<file path="config.mk">
export PLATFORM = sky130hd
export DESIGN_NAME = div_seq_ctrl
export DESIGN_NICKNAME = d
export VERILOG_FILES = /design/src/rtl/div_seq_ctrl.sv
export SDC_FILE = /design/constraint.sdc
export NUM_CORES = 1
export LEC_CHECK = 0
export CORE_MARGIN = 2
export CORE_UTILIZATION = 57
export DETAILED_ROUTE_END_ITERATION = 10
export HOLD_SLACK_MARGIN = 0.15
export PLACE_DENSITY = 0.81
export SYNTH_ARGS = -nofsm -noshare
export SYNTH_HDL_FRONTEND = slang
export SYNTH_SLANG_ARGS = --single-unit
</file>
<file path="constraint.sdc">
create_clock -name clk -period 6 [get_ports clk]
set_clock_uncertainty 0.15 [all_clocks]
set_input_delay 1.2 -clock clk [delete_from_list [all_inputs] [get_ports clk]]
set_output_delay 1.2 -clock clk [all_outputs]
set_load 0.05 [all_outputs]
</file>
<file path="src/rtl/div_seq_ctrl.sv">
// Multi-cycle restoring radix-2 divider sequencer for DIV/DIVU in the execute stage.
// Stalls EX while busy and returns {remainder, quotient} for the HI/LO write.
module div_seq_ctrl #(
    parameter int unsigned DATA_W = 32,
    parameter int unsigned CNT_W  = 6
) (
    input  logic                clk,
    input  logic                rst,
    input  logic                start_i,
    input  logic                signed_i,
    input  logic [DATA_W-1:0]   opdata1_i,
    input  logic [DATA_W-1:0]   opdata2_i,
    input  logic                annul_i,
    output logic [2*DATA_W-1:0] result_o,
    output logic                ready_o,
    output logic                stall_o
);

    typedef enum logic [1:0] {StIdle, StDivZero, StOn, StEnd} state_e;

    state_e                state_q, state_d;
    logic [CNT_W-1:0]      cnt_q, cnt_d;
    logic [2*DATA_W:0]     part_q, part_d;
    logic [DATA_W-1:0]     divisor_q, divisor_d;
    logic                  neg_quo_q, neg_quo_d;
    logic                  neg_rem_q, neg_rem_d;
    logic [2*DATA_W-1:0]   result_q, result_d;
    logic                  ready_q, ready_d;

    logic                  a_neg, b_neg;
    logic [DATA_W-1:0]     abs_a, abs_b;
    logic [2*DATA_W:0]     shifted, part_next;
    logic [DATA_W:0]       diff;
    logic [DATA_W-1:0]     quo_fix, rem_fix;

    // Magnitudes; the most negative value negates to itself and is read as unsigned.
    assign a_neg = signed_i & opdata1_i[DATA_W-1];
    assign b_neg = signed_i & opdata2_i[DATA_W-1];
    assign abs_a = a_neg ? -opdata1_i : opdata1_i;
    assign abs_b = b_neg ? -opdata2_i : opdata2_i;

    // One restoring iteration: shift, trial subtract from upper half, set quotient bit.
    assign shifted   = part_q << 1;
    assign diff      = shifted[2*DATA_W:DATA_W] - {1'b0, divisor_q};
    assign part_next = diff[DATA_W] ? shifted
                                    : {diff, shifted[DATA_W-1:1], 1'b1};

    assign quo_fix = neg_quo_q ? -part_next[DATA_W-1:0] : part_next[DATA_W-1:0];
    assign rem_fix = neg_rem_q ? -part_next[2*DATA_W-1:DATA_W]
                               : part_next[2*DATA_W-1:DATA_W];

    always_comb begin
        state_d   = state_q;
        cnt_d     = cnt_q;
        part_d    = part_q;
        divisor_d = divisor_q;
        neg_quo_d = neg_quo_q;
        neg_rem_d = neg_rem_q;
        result_d  = result_q;
        ready_d   = ready_q;
        unique case (state_q)
            StIdle: begin
                ready_d = 1'b0;
                if (start_i && !annul_i) begin
                    neg_quo_d = a_neg ^ b_neg;
                    neg_rem_d = a_neg;
                    divisor_d = abs_b;
                    part_d    = {{(DATA_W+1){1'b0}}, abs_a};
                    cnt_d     = '0;
                    state_d   = (opdata2_i == '0) ? StDivZero : StOn;
                end
            end
            StDivZero: begin
                if (annul_i) begin
                    state_d = StIdle;
                end else begin
                    result_d = '0;
                    ready_d  = 1'b1;
                    state_d  = StEnd;
                end
            end
            StOn: begin
                if (annul_i) begin
                    state_d = StIdle;
                end else begin
                    part_d = part_next;
                    cnt_d  = cnt_q + CNT_W'(1);
                    // Last iteration: sign fix-up lands in the result on entry to END.
                    if (cnt_q == CNT_W'(DATA_W - 1)) begin
                        state_d  = StEnd;
                        ready_d  = 1'b1;
                        result_d = {rem_fix, quo_fix};
                    end
                end
            end
            StEnd: begin
                if (annul_i || !start_i) begin
                    state_d  = StIdle;
                    ready_d  = 1'b0;
                    result_d = '0;
                end
            end
            default: state_d = StIdle;
        endcase
    end

    always_ff @(posedge clk) begin
        if (rst) begin
            state_q   <= StIdle;
            cnt_q     <= '0;
            part_q    <= '0;
            divisor_q <= '0;
            neg_quo_q <= 1'b0;
            neg_rem_q <= 1'b0;
            result_q  <= '0;
            ready_q   <= 1'b0;
        end else begin
            state_q   <= state_d;
            cnt_q     <= cnt_d;
            part_q    <= part_d;
            divisor_q <= divisor_d;
            neg_quo_q <= neg_quo_d;
            neg_rem_q <= neg_rem_d;
            result_q  <= result_d;
            ready_q   <= ready_d;
        end
    end

    assign result_o = result_q;
    assign ready_o  = ready_q;
    assign stall_o  = start_i & ~ready_q & ~annul_i;

endmodule
</file>
==> results.json, run 1 <==
{
  "run_status": "completed",
  "finalNetCount": 1730,
  "fraction_of_final_layout_cells_sized_beyond_drive_strength_1_pct": 5.52,
  "dpl_cell_area_um2": 13000,
  "timing.hold.worst.class": "flop to flop",
  "timing_worst_setup_path_type": "flop to flop",
  "core_area_um2": 20100,
  "tritoncts_clock_tree": "built",
  "setup-tns-final_ns": 0,
  "antenna_found_initial": 0,
  "clock_sinks": 171,
  "ant_nets": 0,
  "chipHeight_um": 147,
  "seq_power_share_pct": 30.3,
  "highest-signal-layer": "met4",
  "drt-vias-per-instance": 6.10,
  "die_width_um": 147,
  "total_switching_power_mw": 1.97,
  "cts.clk_slew.worst_paths_ns": 0.08,
  "postCtsHoldBufs": 0,
  "std_cell_rows": 52,
  "cts_inserted_buffers": 17,
  "cell_internal_pwr_mw": 2.42,
  "worstSetupEndpointType": "flop",
  "power.leakage_nw": 4.92,
  "ios": 135,
  "total_setup_buffers_inserted_after_cts": 0,
  "syn_inst": 1543,
  "power_density_normalized_to_cell_area_nw_per_um2": 323,
  "power.total_mw": 4.39,
  "finalHoldViolCount": 0,
  "drt-pass1-iter-count": 5,
  "wire_length_of_the_first_global_routing_pass_mm": 55.3,
  "comb_pwr_share_pct": 44.5,
  "die_area_um2": 21500,
  "placed_cells_incl_taps": 1869,
  "buffer_ports.inserted": 134,
  "cts.htree.levels": 4,
  "grt_start_max_net_pins": 73,
  "irDropWorstVdd_mv": 0.286,
  "clock-root-buffer": "clkbuf_16",
  "sw_frac_of_total_pct": 44.9,
  "syn-mean-instance-area_um2": 7.52,
  "final_cell_area_um2": 13600,
  "wl_met3_mm": 2.40,
  "initial_utilization_pct": 57.7,
  "cts_buffer_depth": 2,
  "diodes": 0,
  "place.gp.congestion": 0.940,
  "maxClockFrequency_mhz": 189,
  "async_set_or_reset_flop_fraction_in_the_synthesized_netlist_pct": 0,
  "fin_cells": 1901,
  "setup_viol": 0,
  "synth_to_final_area_change_pct": 17.0,
  "drc": 0,
  "layout_worst_path_cycle_share_pct": 88.2,
  "layout_commonest_cell": "nand2_1",
  "hold_path_depth": 2,
  "globalRoute.totalOverflow": 0,
  "postSynthNetCount": 1655,
  "first_global_vias": 10596,
  "cp.arrival_ns": 5.45,
  "max_slew.worst_pin.slew_ns": 1.16,
  "wl_met1_mm": 15.1,
  "drt-initial-drc-count": 1086,
  "worst_skew_pair.late_latency_ns": 0.44,
  "cts-resized-gates": 0,
  "grt_setup_unrepaired": "no",
  "drt-wirelength-per-cell_um": 18.2,
  "ys_seq_elements": 171,
  "mostFrequentLayoutCells": "nand2_1, dfxtp_1, nor2_1",
  "worstPathRequired_ns": 6.16,
  "finalWorstPathRequiredPeriod_ns": 5.29,
  "report.final.slew_viol_count": 0,
  "wl_met2_mm": 16.5,
  "dp_hpwl_mm": 26.1,
  "yosys_cell_types": 83,
  "drt_wl_total_mm": 34.6,
  "maxCapViolations": 0,
  "crit_path_start_kind": "flop",
  "synth_enable_flop_cells": 0,
  "ys_dominant_reg_cell": "dfxtp_1",
  "synth_sequential_area_ratio_pct": 29.5,
  "number_of_cells_on_the_worst_reg_to_reg_path": 23,
  "grt_use_total_pct": 31.9,
  "num-fill-cells": 1734,
  "yosysWarningCount": 0,
  "share_clk_of_total_power_pct": 25.2,
  "num_vias": 11605,
  "slew-limit-headroom_pct": 22.5,
  "post_synth_instance_area_um2": 11600,
  "critPathMaxFanout": 7
}
[kinds of logic after synthesis]
| logic type | synth area share [%] |
|---|---|
| AOI/OAI and AO/OA | 24.1 |
| and+or+nand+nor | 23.8 |
| muxes | 2.19 |
| adders and majority gates | 4.70 |
| DFF | 29.5 |
| xor gates and xnor gates | 10.6 |
| buffers and inverters | 5.11 |
[power by group through the flow]
| stage | Clock (mW) | Sequential [mW] | Combinational (mW) |
|---|---|---|---|
| floorplan | 0 | 1.35 | 1.40 |
| global placement | 0 | 1.34 | 1.89 |
| detailed placement | 0 | 1.35 | 1.90 |
| CTS | 1.11 | 1.32 | 1.92 |
| global route | 1.16 | 1.34 | 2.13 |
| finish | 1.11 | 1.33 | 1.95 |
[sequential cells by signal, indices dropped and copies added, names as in the netlist]
signal     flops
cnt_q          6
divisor_q     32
neg_quo_q      1
neg_rem_q      1
part_q        64
ready_o        1
result_o      64
state_q        2
[metrics by stage]
step                setup WS [ns]  utilization [%]  hold WS (ns)
finish                      0.706             67.5         0.297
global route                0.351             67.5         0.324
CTS                         0.777             67.5         0.301
detailed placement          0.829             64.6         0.291
global placement             1.01             64.6         0.284
floorplan                    1.06                -         0.282
[synth_stat cells (8+ instances only)]
cell,n,area share (%)
nand4_1,11,0.59
o31ai_1,28,1.8
mux2i_1,17,1.5
buf_2,12,0.52
nand2b_1,12,0.65
clkbuf_1,70,2.3
nor4_1,14,0.76
a31oi_1,28,1.5
xnor2_1,74,5.6
o21ai_1,24,1.0
dfxtp_1,171,30
a22o_1,8,0.60
or3_1,24,1.3
a22oi_1,42,2.7
nand2_1,231,7.5
nand3_1,47,2.0
nor3_1,26,1.1
or4_1,9,0.58
o211ai_1,9,0.58
xor2_1,66,5.0
nor2b_1,14,0.76
nor2_1,156,5.0
and2_1,12,0.65
inv_1,56,1.8
a21oi_1,87,3.8
ha_1,42,4.5
a211oi_1,34,2.2
o21ai_0,92,4.0
o21a_1,10,0.65
[final timing paths]
path                                                start                   endpoint  slack, ns
worst max-delay path              part_q[31]$_SDFFE_PP0P_  result_o[50]$_SDFFE_PP0P_       0.71
worst min-delay path            result_o[63]$_SDFFE_PP0P_  result_o[63]$_SDFFE_PP0P_       0.30
worst max register to register    part_q[31]$_SDFFE_PP0P_  result_o[50]$_SDFFE_PP0P_       0.71
worst min register to register  result_o[63]$_SDFFE_PP0P_  result_o[63]$_SDFFE_PP0P_       0.30
[layer usage]
metal  vias up  global-route usage (%)
met2       422                    53.3
li1       5631                       -
met3        53                    4.31
met1      5499                    43.8
met5         -                       0
met4         0                    7.72
[worst max-delay path: stages (launching register included)]
cell       delay (ns)
dfxtp_1          0.35
inv_1            0.07
ha_1             0.16
inv_1            0.05
fa_1             0.42
a211oi_2         0.33
o211ai_2         0.16
a21oi_4          0.25
a2111oi_2        0.11
o31ai_1          0.53
and2_4           0.33
inv_4            0.07
nand2_1          0.06
o21ai_0          0.14
inv_1            0.09
ha_1             0.20
nand2_1          0.07
or3_1            0.41
nand3b_1         0.18
mux2i_2          0.34
nand2_1          0.19
o21ai_0          0.25
xor2_1           0.16
o21ai_0          0.09
[layout make-up]
class	instances	area, µm²	share of cell area (%)
multi-input combinational	1225	7590	55.9
sequential	171	3420	25.2
timing repair buffer	146	1430	10.5
clock buffer	17	425	3.14
tap	270	338	2.49
inverter	57	216	1.60
clock inverter	15	146	1.08
(Power assumes the default switching activity.)
==> inputs of run 2 (changes only) <==
--- a/config.mk
+++ b/config.mk
@@ -9,6 +9,7 @@
 export CORE_UTILIZATION = 57
 export DETAILED_ROUTE_END_ITERATION = 10
 export HOLD_SLACK_MARGIN = 0.15
+export MAX_ROUTING_LAYER = met4
 export PLACE_DENSITY = 0.81
 export SYNTH_ARGS = -nofsm -noshare
 export SYNTH_HDL_FRONTEND = slang
==> results.json, run 2 (synthesis results as in run 1) <==
{
  "drt-wirelength-per-cell_um": 18.2,
  "critPathSlowestCell": "o31ai_1",
  "drt-initial-drc-count": 878,
  "num_vias": 11540,
  "total_setup_buffers_inserted_after_cts": 0,
  "worst_skew_pair.late_latency_ns": 0.45,
  "max_stage_delay_ns": 0.54,
  "dp_hpwl_mm": 26.0,
  "cp.arrival_ns": 5.56,
  "seq_power_share_pct": 30.0,
  "setup_viol": 0,
  "finalWorstPathRequiredPeriod_ns": 5.38,
  "fraction_of_final_layout_cells_sized_beyond_drive_strength_1_pct": 5.52,
  "worst_slack_after_detailed_placement_ns": 0.724,
  "cts_inserted_buffers": 17,
  "grt_use_total_pct": 32.7,
  "drt-pass1-iter-count": 7,
  "grt_setup_unrepaired": "no",
  "finalNetCount": 1730,
  "run_status": "completed",
  "sw_frac_of_total_pct": 45.0,
  "globalRoute.totalOverflow": 0,
  "antenna_found_initial": 0,
  "clock-root-buffer": "clkbuf_16",
  "die_width_um": 147,
  "slew-limit-headroom_pct": 26.6,
  "finalHoldViolCount": 0,
  "cell_internal_pwr_mw": 2.43,
  "postCtsHoldBufs": 0,
  "drt_wl_total_mm": 34.5,
  "die_area_um2": 21500,
  "worstPathRequired_ns": 6.18,
  "share_clk_of_total_power_pct": 25.7,
  "core_area_um2": 20100,
  "placed_cells_incl_taps": 1869,
  "cts.htree.levels": 4,
  "drc": 0,
  "max_slew.worst_pin.slew_ns": 1.10,
  "tritoncts_clock_tree": "built",
  "fin_cells": 1901,
  "irDropWorstVdd_mv": 0.471,
  "hold_ws_ns": 0.297,
  "clock_sinks": 171,
  "maxClockFrequency_mhz": 186,
  "report.final.slew_viol_count": 0,
  "grt_start_max_net_pins": 85,
  "power.total_mw": 4.42,
  "cts-resized-gates": 0,
  "num-fill-cells": 1720,
  "buffer_ports.inserted": 134,
  "cts.clk_slew.worst_paths_ns": 0.08,
  "synth_to_final_area_change_pct": 17.3,
  "worstSetupEndpointType": "flop",
  "place.gp.congestion": 0.932,
  "dpl_cell_area_um2": 13000,
  "regToRegSetupSlack_ns": 0.62,
  "fin_ws_ns": 0.621,
  "wire_length_of_the_first_global_routing_pass_mm": 55.1,
  "std_cell_rows": 52,
  "ios": 135,
  "setup-tns-final_ns": 0,
  "mostFrequentLayoutCells": "nand2_1, dfxtp_1, nor2_1",
  "total_switching_power_mw": 1.99,
  "cts_buffer_depth": 2,
  "comb_pwr_share_pct": 44.2,
  "diodes": 0,
  "layout_worst_path_cycle_share_pct": 89.7,
  "timing_worst_setup_path_type": "flop to flop",
  "first_global_vias": 10742,
  "crit_path_start_kind": "flop",
  "power.leakage_nw": 4.93,
  "layout_commonest_cell": "nand2_1",
  "maxCapViolations": 0,
  "timing.hold.worst.class": "flop to flop",
  "final_core_util_pct": 67.6,
  "final_cell_area_um2": 13600,
  "critPathMaxFanout": 5,
  "power_density_normalized_to_cell_area_nw_per_um2": 325,
  "chipHeight_um": 147,
  "ant_nets": 0,
  "initial_utilization_pct": 57.7,
  "drt-vias-per-instance": 6.07,
  "worstPathCellList": "inv_1 > ha_1 > inv_1 > fa_1 > a211oi_2 > o211ai_2 > a21oi_4 > a2111oi_2 > o31ai_1 > and2_4 > mux2i_1 > ha_1 > nand2_1 > or3_1 > nand3b_1 > mux2i_2 > nand3_2 > o41ai_2 > xor2_1 > o21ai_1"
}
run 2: final timing paths:
path	from	to	depth (start not counted)
hold / removal	result_o[63]$_SDFFE_PP0P_	result_o[63]$_SDFFE_PP0P_	2
setup / recovery	part_q[31]$_SDFFE_PP0P_	result_o[62]$_SDFFE_PP0P_	20
setup reg to reg	part_q[31]$_SDFFE_PP0P_	result_o[62]$_SDFFE_PP0P_	20
hold reg to reg	result_o[63]$_SDFFE_PP0P_	result_o[63]$_SDFFE_PP0P_	2
run 2: metal layers:
layer | routed length [µm] | global-route usage (%) | up-vias
met5 | 0 | - | -
met1 | 14900 | 41.8 | 5410
met3 | 2760 | 7.72 | 78
met4 | 980 | 11.0 | 0
li1 | - | - | 5637
met2 | 15900 | 51.1 | 415
run 2: area by class of cell:
cell class	instances	area [µm²]	area share, %
inverters	57	216	1.59
multi-input cells	1225	7590	55.8
flip-flops and latches	171	3420	25.2
well taps	270	338	2.48
clock buffers	17	425	3.13
clock inverters	15	179	1.32
repair buffers	146	1430	10.5
run 2: worst max-delay path: cells and delay by family (launching register included):
kind | cells | cell delay [ns]
AOI/OAI and AO/OA | 7 | 1.75
and+or+nand+nor | 5 | 1.23
adders and majority gates | 3 | 0.85
muxes | 2 | 0.64
DFF | 1 | 0.34
xor gates and xnor gates | 1 | 0.17
buffers and inverters | 2 | 0.12
run 2: power groups by stage:
stage / Clock (mW) / Combinational (mW) / Sequential, mW
5_1_grt: 1.18 / 2.13 / 1.34
2_1_floorplan: 0 / 1.40 / 1.35
3_5_place_dp: 0 / 1.90 / 1.35
4_1_cts: 1.14 / 1.92 / 1.32
6_report: 1.14 / 1.95 / 1.33
3_3_place_gp: 0 / 1.89 / 1.34
